[src/rtl/framebuffer_sched.sv]
// Arbiter/controller for the single-read/single-write LCD framebuffer BRAM: refresh streaming, column writes, pixel RMW.
// Optional FRAMEBUFFER_SCHED_RR_EN: round-robin between column-write and pixel requesters (default: column write wins).
module framebuffer_sched #(
    parameter int NUM_COLS = 84,
    parameter int COL_BITS = 48,
    parameter int ADDR_W   = 7,
    parameter int Y_W      = 6
) (
    input  logic                i_clk,
    input  logic                i_reset,
    input  logic                i_frame_start,
    output logic                o_frame_busy,
    output logic                o_frame_done,
    output logic [COL_BITS-1:0] o_col_data,
    output logic                o_col_valid,
    input  logic                i_col_ready,
    input  logic                i_cw_valid,
    input  logic [ADDR_W-1:0]   i_cw_addr,
    input  logic [COL_BITS-1:0] i_cw_data,
    output logic                o_cw_ready,
    input  logic                i_px_valid,
    input  logic [ADDR_W-1:0]   i_px_x,
    input  logic [Y_W-1:0]      i_px_y,
    input  logic [1:0]          i_px_op,
    output logic                o_px_ready,
    output logic                o_bram_rd_en,
    output logic                o_bram_wr_en,
    output logic [ADDR_W-1:0]   o_bram_rd_addr,
    output logic [ADDR_W-1:0]   o_bram_wr_addr,
    output logic [COL_BITS-1:0] o_bram_wdata,
    input  logic [COL_BITS-1:0] i_bram_rdata,
    input  logic                i_bram_rvalid
);
    typedef enum logic [2:0] {S_IDLE, S_REF_WAIT, S_PX_WAIT, S_PX_WR, S_PX_ACK} state_t;

    state_t              r_state, w_next;
    logic [ADDR_W-1:0]   r_ref_col;
    logic                r_frame_busy, r_frame_done, r_col_valid;
    logic [COL_BITS-1:0] r_col_data, r_px_col;
    logic [ADDR_W-1:0]   r_px_x;
    logic [Y_W-1:0]      r_px_y;
    logic [1:0]          r_px_op;
`ifdef FRAMEBUFFER_SCHED_RR_EN
    logic                r_last_px;
`endif

    logic                w_cw_inrange, w_px_inrange, w_ref_req;
    logic                w_gnt_ref, w_gnt_cw, w_gnt_px;
    logic [COL_BITS-1:0] w_px_mask, w_px_mod;

    assign w_cw_inrange = {1'b0, i_cw_addr} < (ADDR_W+1)'(NUM_COLS);
    assign w_px_inrange = ({1'b0, i_px_x} < (ADDR_W+1)'(NUM_COLS)) &&
                          ({1'b0, i_px_y} < (Y_W+1)'(COL_BITS));
    assign w_ref_req    = r_frame_busy & ~r_col_valid;

    // One grant per cycle, only from IDLE; refresh always outranks the host ports.
    always_comb begin
        w_gnt_ref = 1'b0;
        w_gnt_cw  = 1'b0;
        w_gnt_px  = 1'b0;
        if (!i_reset && r_state == S_IDLE) begin
            if (w_ref_req)
                w_gnt_ref = 1'b1;
`ifdef FRAMEBUFFER_SCHED_RR_EN
            else if (i_cw_valid && i_px_valid) begin
                if (r_last_px) w_gnt_cw = 1'b1;
                else           w_gnt_px = 1'b1;
            end
`endif
            else if (i_cw_valid)
                w_gnt_cw = 1'b1;
            else if (i_px_valid)
                w_gnt_px = 1'b1;
        end
    end

    always_comb begin
        w_px_mask = COL_BITS'(1) << r_px_y;
        case (r_px_op)
            2'b00:   w_px_mod = i_bram_rdata & ~w_px_mask;
            2'b01:   w_px_mod = i_bram_rdata |  w_px_mask;
            2'b10:   w_px_mod = i_bram_rdata ^  w_px_mask;
            default: w_px_mod = i_bram_rdata;
        endcase
    end

    always_ff @(posedge i_clk) begin
        if (i_reset) r_state <= S_IDLE;
        else         r_state <= w_next;
    end

    always_comb begin
        w_next = r_state;
        case (r_state)
            S_IDLE: begin
                if (w_gnt_ref)      w_next = S_REF_WAIT;
                else if (w_gnt_px)  w_next = w_px_inrange ? S_PX_WAIT : S_PX_ACK;
            end
            S_REF_WAIT: if (i_bram_rvalid) w_next = S_IDLE;
            S_PX_WAIT:  if (i_bram_rvalid) w_next = S_PX_WR;
            S_PX_WR:    w_next = S_IDLE;
            S_PX_ACK:   w_next = S_IDLE;
            default:    w_next = S_IDLE;
        endcase
    end

    // BRAM strobes and grants are pure decodes; held low while reset is asserted.
    always_comb begin
        o_bram_rd_en   = 1'b0;
        o_bram_wr_en   = 1'b0;
        o_bram_rd_addr = '0;
        o_bram_wr_addr = '0;
        o_bram_wdata   = '0;
        o_cw_ready     = 1'b0;
        o_px_ready     = 1'b0;
        if (!i_reset) begin
            case (r_state)
                S_IDLE: begin
                    if (w_gnt_ref) begin
                        o_bram_rd_en   = 1'b1;
                        o_bram_rd_addr = r_ref_col;
                    end else if (w_gnt_cw) begin
                        o_cw_ready     = 1'b1;
                        o_bram_wr_en   = w_cw_inrange;
                        o_bram_wr_addr = w_cw_inrange ? i_cw_addr : '0;
                        o_bram_wdata   = w_cw_inrange ? i_cw_data : '0;
                    end else if (w_gnt_px && w_px_inrange) begin
                        o_bram_rd_en   = 1'b1;
                        o_bram_rd_addr = i_px_x;
                    end
                end
                S_PX_WR: begin
                    o_bram_wr_en   = 1'b1;
                    o_bram_wr_addr = r_px_x;
                    o_bram_wdata   = r_px_col;
                    o_px_ready     = 1'b1;
                end
                S_PX_ACK: o_px_ready = 1'b1;
                default: ;
            endcase
        end
    end

    always_ff @(posedge i_clk) begin
        if (i_reset) begin
            r_ref_col    <= '0;
            r_frame_busy <= 1'b0;
            r_frame_done <= 1'b0;
            r_col_valid  <= 1'b0;
            r_col_data   <= '0;
            r_px_col     <= '0;
            r_px_x       <= '0;
            r_px_y       <= '0;
            r_px_op      <= '0;
`ifdef FRAMEBUFFER_SCHED_RR_EN
            r_last_px    <= 1'b1;
`endif
        end else begin
            r_frame_done <= 1'b0;
            if (i_frame_start && !r_frame_busy) begin
                r_frame_busy <= 1'b1;
                r_ref_col    <= '0;
            end
            if (r_col_valid && i_col_ready)
                r_col_valid <= 1'b0;
            if (w_gnt_px) begin
                r_px_x  <= i_px_x;
                r_px_y  <= i_px_y;
                r_px_op <= i_px_op;
            end
`ifdef FRAMEBUFFER_SCHED_RR_EN
            if (w_gnt_cw)      r_last_px <= 1'b0;
            else if (w_gnt_px) r_last_px <= 1'b1;
`endif
            if (r_state == S_REF_WAIT && i_bram_rvalid) begin
                r_col_data  <= i_bram_rdata;
                r_col_valid <= 1'b1;
                r_ref_col   <= r_ref_col + ADDR_W'(1);
                if (r_ref_col == ADDR_W'(NUM_COLS - 1)) begin
                    r_frame_busy <= 1'b0;
                    r_frame_done <= 1'b1;
                end
            end
            if (r_state == S_PX_WAIT && i_bram_rvalid)
                r_px_col <= w_px_mod;
        end
    end

    assign o_frame_busy = r_frame_busy;
    assign o_frame_done = r_frame_done;
    assign o_col_data   = r_col_data;
    assign o_col_valid  = r_col_valid;
endmodule

[config.mk]
export PLATFORM = sky130hd
export DESIGN_NAME = framebuffer_sched
export DESIGN_NICKNAME = d
export VERILOG_FILES = /design/src/rtl/framebuffer_sched.sv
export SDC_FILE = /design/constraint.sdc
export NUM_CORES = 1
export LEC_CHECK = 0
export ABC_AREA = 1
export BUFFER_PORTS_ARGS = -buffer_cell sky130_fd_sc_hd__buf_2
export CELL_PAD_IN_SITES_DETAIL_PLACEMENT = 1
export CELL_PAD_IN_SITES_GLOBAL_PLACEMENT = 2
export CORE_AREA = 2 2 168 170
export DETAILED_ROUTE_END_ITERATION = 6
export DIE_AREA = 0 0 170 172
export GPL_TIMING_DRIVEN = 1
export MAX_ROUTING_LAYER = met4
export PLACE_DENSITY_LB_ADDON = 0.1
export SLEW_MARGIN = 10
export SYNTH_ARGS = -nofsm -noshare
export SYNTH_HDL_FRONTEND = slang
export SYNTH_SLANG_ARGS = --single-unit
export TNS_END_PERCENT = 5
[constraint.sdc]
create_clock -name i_clk -period 3.4 [get_ports i_clk]
set_clock_uncertainty 0.05 [all_clocks]
set_input_delay 0.17 -clock i_clk [delete_from_list [all_inputs] [get_ports i_clk]]
set_output_delay 0.17 -clock i_clk [all_outputs]
set_load 0.01 [all_outputs]
# Word level (Yosys, flattened, before mapping)
# Cells that the tools add are included.
# word_totals
regBits	124
latch_bits	0
ramBits	0
mem_bits_ro	0
in_bits	125
output_inout_bits	117
word_cells	102
memories	0
# classes
add_sub_neg	1
multipliers	0
n_div	0
n_lt_le_gt_ge	3
eq_ne	10
shift	1
n_mux	54
bitwise_logic	7
n_reduce_logical	16
# ops
cell	count
48-bit two-way mux	4
48-bit one-hot mux with 3 select lines	1
48-bit one-hot mux with 2 select lines	1
7-bit two-way mux	11
48-bit AND	1
48-bit inverter	1
48-bit OR	1
1-bit by 6-bit left shift with 48-bit output (first input constant)	1
48-bit bitwise XOR	1
1-bit two-way mux	29
3-bit two-way mux	5
7-bit < comparator (second input constant)	2
7-bit one-hot mux with 2 select lines	1
3-bit one-hot mux with 3 select lines	1
7-bit by 1-bit adder with 7-bit output (second input constant)	1
7-bit == test (second input constant)	1
1-bit logical AND	7
3-bit by 2-bit == test with 1-bit output (second input constant)	2
6-bit < comparator (second input constant)	1
2-bit != test (second input constant)	2
2-bit nonzero test	2
2-bit OR reduction	2
3-bit by 1-bit == test with 1-bit output (second input constant)	1
3-bit == test (second input constant)	1
10 further kinds	12

# Longest topological paths before layout
# depth
depth_word	10
mapped_depth	11
mapped_depth_nobuf	10

# Least setup slack after synthesis
# Ideal clock, no wire load.
# synth_timing
kind	reg-to-reg
from	register r_px_y[5]
to	register r_px_col[16]
setup_ns	0.124
arrival_ns	1.780
required_ns	3.226
setup_slack_ns	1.446
stages_incl_launch_ff	10
path_buffers	2
period_less_slack_ns	1.954
cell_sequence	dfxtp_1 clkbuf_1 nor2_1 clkbuf_1 nand4_1 ha_1 nand2_1 o21ai_0 a21oi_1 a31oi_1
# synth_between
elab_chain_cells	4
elab_cells_between_ends	6
classes_between	shift (1); mux (1); bitwise (4)
# synth_lines
item	line	source
start, declared	41	logic [Y_W-1:0] r_px_y;
start signal, assigned	168	r_px_y <= i_px_y;
1-bit by 6-bit left shift with 48-bit output *	78	w_px_mask = COL_BITS'(1) << r_px_y;
48-bit inverter	80	2'b00: w_px_mod = i_bram_rdata & ~w_px_mask;
48-bit AND	80	
48-bit one-hot mux with 3 select lines *	79	case (r_px_op)
end signal, assigned	185	r_px_col <= w_px_mod;
end, declared	39	logic [COL_BITS-1:0] r_col_data, r_px_col;
# Mark *: on every way between the ends. The rest lies on a longest branch, timed or not.
# A chain may end at the register's enable or synchronous reset.

# Final worst setup path
# layout_timing
from	register r_px_y[3]
to	register r_px_col[46]
# The elaborated chain is that of the path after synthesis.

==> reports/metrics.cfg <==
[floorplan]
initial_utilization_pct=30.7
die_w_um=170
die_h_um=172
num_rows=61
core_area_sq_um=27500
ios=242
die_area_sq_um=29200

[global_routing]
grt_max_degree=97
grt_pass1_vias=9040
overflow=0
grt_use_total_pct=23.1
antenna_found_initial=2
grt_pass1_wl_um=51400

[yosys]
ys_top_cells_by_count=nand2_1, o21ai_0, a21oi_1
yosysTopAreaCell=dfxtp_1
syn-num-nets=1385
yosys.area.top_type_share_pct=29.5
ys_types=32
ys_seq_elements=124
synth_edf_count=0
synth_ff_type=dfxtp_1
synth_area_leaders=dfxtp_1, ha_1, o21ai_0
avgSynthCellArea_sq_um=7.24
syn-cell-area_sq_um=8420
synth.most_common_cell=nand2_1
ys_async_sr_fraction_pct=0
yosysWarningCount=0
netlist_instances=1163
ys_seq_area_share_pct=29.5

[sta]
min_period_over_period_pct=75.8
drv_slew=0
period_needed_ps=2580
finalSetupViolCount=0
max_freq_mhz=388
rsz0062_at_grt=false
hold_viol=0
setup_slack_ps=824
setup_tns_ps=0
worstMarginPinSlew_ps=945
max-slew-margin-rel_pct=37.0

[clock_tree]
clock_sinks=124
post_cts_buffers=0
cts-root-buf=clkbuf_16
cts_tree=yes
clkSlewWorstSetupHoldPaths_ps=60
clk_latency_ps=430
cts_buffers=17
clockBufferDepth=2
cts_max_level=4

[placement]
place_ws_ps=812
hpwl_um=22200
port-buffer-count=241
gp_congestion=0.812

[run]
drv_cap=0

[pwr]
p_clk_share_pct=35.8
p_sw_share_pct=36.9
power_frac_comb_pct=29.4
vdd_drop_max_uv=310
switchingPower_uw=2010
powerDensity_nw_per_um2=504
seq_power_share_pct=34.8
p_int_uw=3430
p_leak_uw=0.00460

[finish]
drive_above_1_share_pct=26.1
nNetsFinal=1605
syn2layout_area_growth_pct=28.2

[critical_path]
critPathSlowestCell=dfxtp_1
worst_setup_path_start_kind=flip-flop
end_kind=flip-flop
path_class=flip-flop to flip-flop
crit_family=simple AND/OR/NAND/NOR gates
path_buf_inv=1
worstPathArrival_ps=2820
cpPeakStageDelay_ps=640
cp.required_ps=3640
path_cells=inv_1 -> nor2_1 -> nand3_1 -> ha_1 -> nand2_1 -> o21ai_0 -> a21oi_1 -> a31oi_1
path_max_fanout=15

[route]
avgViaCountPerCell=5.17
drc_errors=0
ant_nets=0
wl_um=32900
first_pass_iters=4
routedWlPerCell_um=18.8
routed-via-count=9009
drtIter0Drc=400

[status]
status=complete, no violations

[min_path]
hold_path.class=primary input to flip-flop

[sequential cells by signal, indices dropped and copies added (netlist names), 2 cells and up]
register / cells
r_px_x: 7
r_ref_col: 7
r_px_op: 2
o_col_data: 48
r_px_col: 48
r_state: 3
r_px_y: 6
[routing by layer]
layer / up-vias / global-route usage, % / share of wire [%] / wire, um
met3: 23 / 3.80 / 3.6 / 1180
met1: 4353 / 29.3 / 47 / 15600
met2: 171 / 39.3 / 48 / 15800
met4: 0 / 4.16 / 0.86 / 284
met5: - / - / 0 / 0
li1: 4462 / - / - / -
[final timing paths]
path,slack (ps),start,cells past startpoint,to
worst min register to register,420,r_px_x[1],2,r_px_x[1]
worst max register to register,820,r_px_y[3],8,r_px_col[46]
worst min-delay path,9,i_bram_rdata[9],3,r_px_col[9]
worst max-delay path,820,r_px_y[3],8,r_px_col[46]
[layout by cell type (no fill, tap or decap), drive strengths merged]
cell type | synthesis | final
bufinv | 0 | 3
nor3 | 12 | 12
a31oi | 48 | 48
o22ai | 2 | 2
clkinvlp | 0 | 5
inv | 79 | 80
ha | 97 | 97
nor3b | 2 | 2
nand3 | 136 | 136
a21oi | 172 | 172
nand4 | 8 | 8
clkinv | 1 | 5
clkbuf | 54 | 19
diode | 0 | 2
nor2 | 39 | 39
dfxtp | 124 | 124
dlygate4sd3 | 0 | 40
o21ai | 169 | 169
buf | 40 | 255
o32ai | 1 | 1
nand2 | 179 | 179
[worst register-to-register path, stage by stage, from the launching register on]
cell     delay, ps
dfxtp_1        640
inv_1          350
nor2_1         430
nand3_1        270
ha_1           350
nand2_1         60
o21ai_0         80
a21oi_1        140
a31oi_1         80
[what timing repair did]
| action | in CTS | in global routing |
|---|---|---|
| hold buffers | 40 | 0 |
| hold endpoints to repair | 55 | 0 |
| resized for setup | 0 | 0 |
[power by group through the flow]
stage	combinational [uW]	clock [uW]	sequential, uW
after floorplan	1040	0	1890
after global placement	1560	0	1920
after detailed placement	1580	0	1920
after CTS	1620	1990	1890
after global routing	1820	2060	1930
final	1600	1950	1890
[metrics by stage]
| stage | cell area, sq um | total power, uW | std cells | hold slack [ps] | utilization (%) |
|---|---|---|---|---|---|
| CTS | 10800 | 5510 | 1742 | 0.265 | 39.3 |
| floorplan | 8420 | 2930 | 1163 | 265 | - |
| finish | 10800 | 5440 | 1744 | 8.77 | 39.3 |
| detailed placement | 9780 | 3500 | 1670 | 387 | 35.6 |
| global placement | 9780 | 3480 | 1670 | 379 | 35.6 |
| global route | 10800 | 5800 | 1744 | 9.17 | 39.3 |
[layout make-up]
class | instances | area, sq um
Antenna cell | 2 | 5.00
Clock buffer | 19 | 443
Clock inverter | 13 | 168
Fill cell | 3462 | 16700
Inverter | 80 | 303
Multi-Input combinational cell | 865 | 5200
Sequential cell | 124 | 2480
Tap cell | 346 | 433
Timing Repair Buffer | 295 | 1760
[cells by family after synthesis]
family / count (synthesis) / synth area share (%)
DFF: 124 / 29.5
buffers and inverters: 174 / 9.14
and+or+nand+nor: 376 / 21.6
AOI/OAI and AO/OA: 392 / 25.4
adders and majority gates: 97 / 14.4
Note: power is estimated with default switching activity, not from simulation.
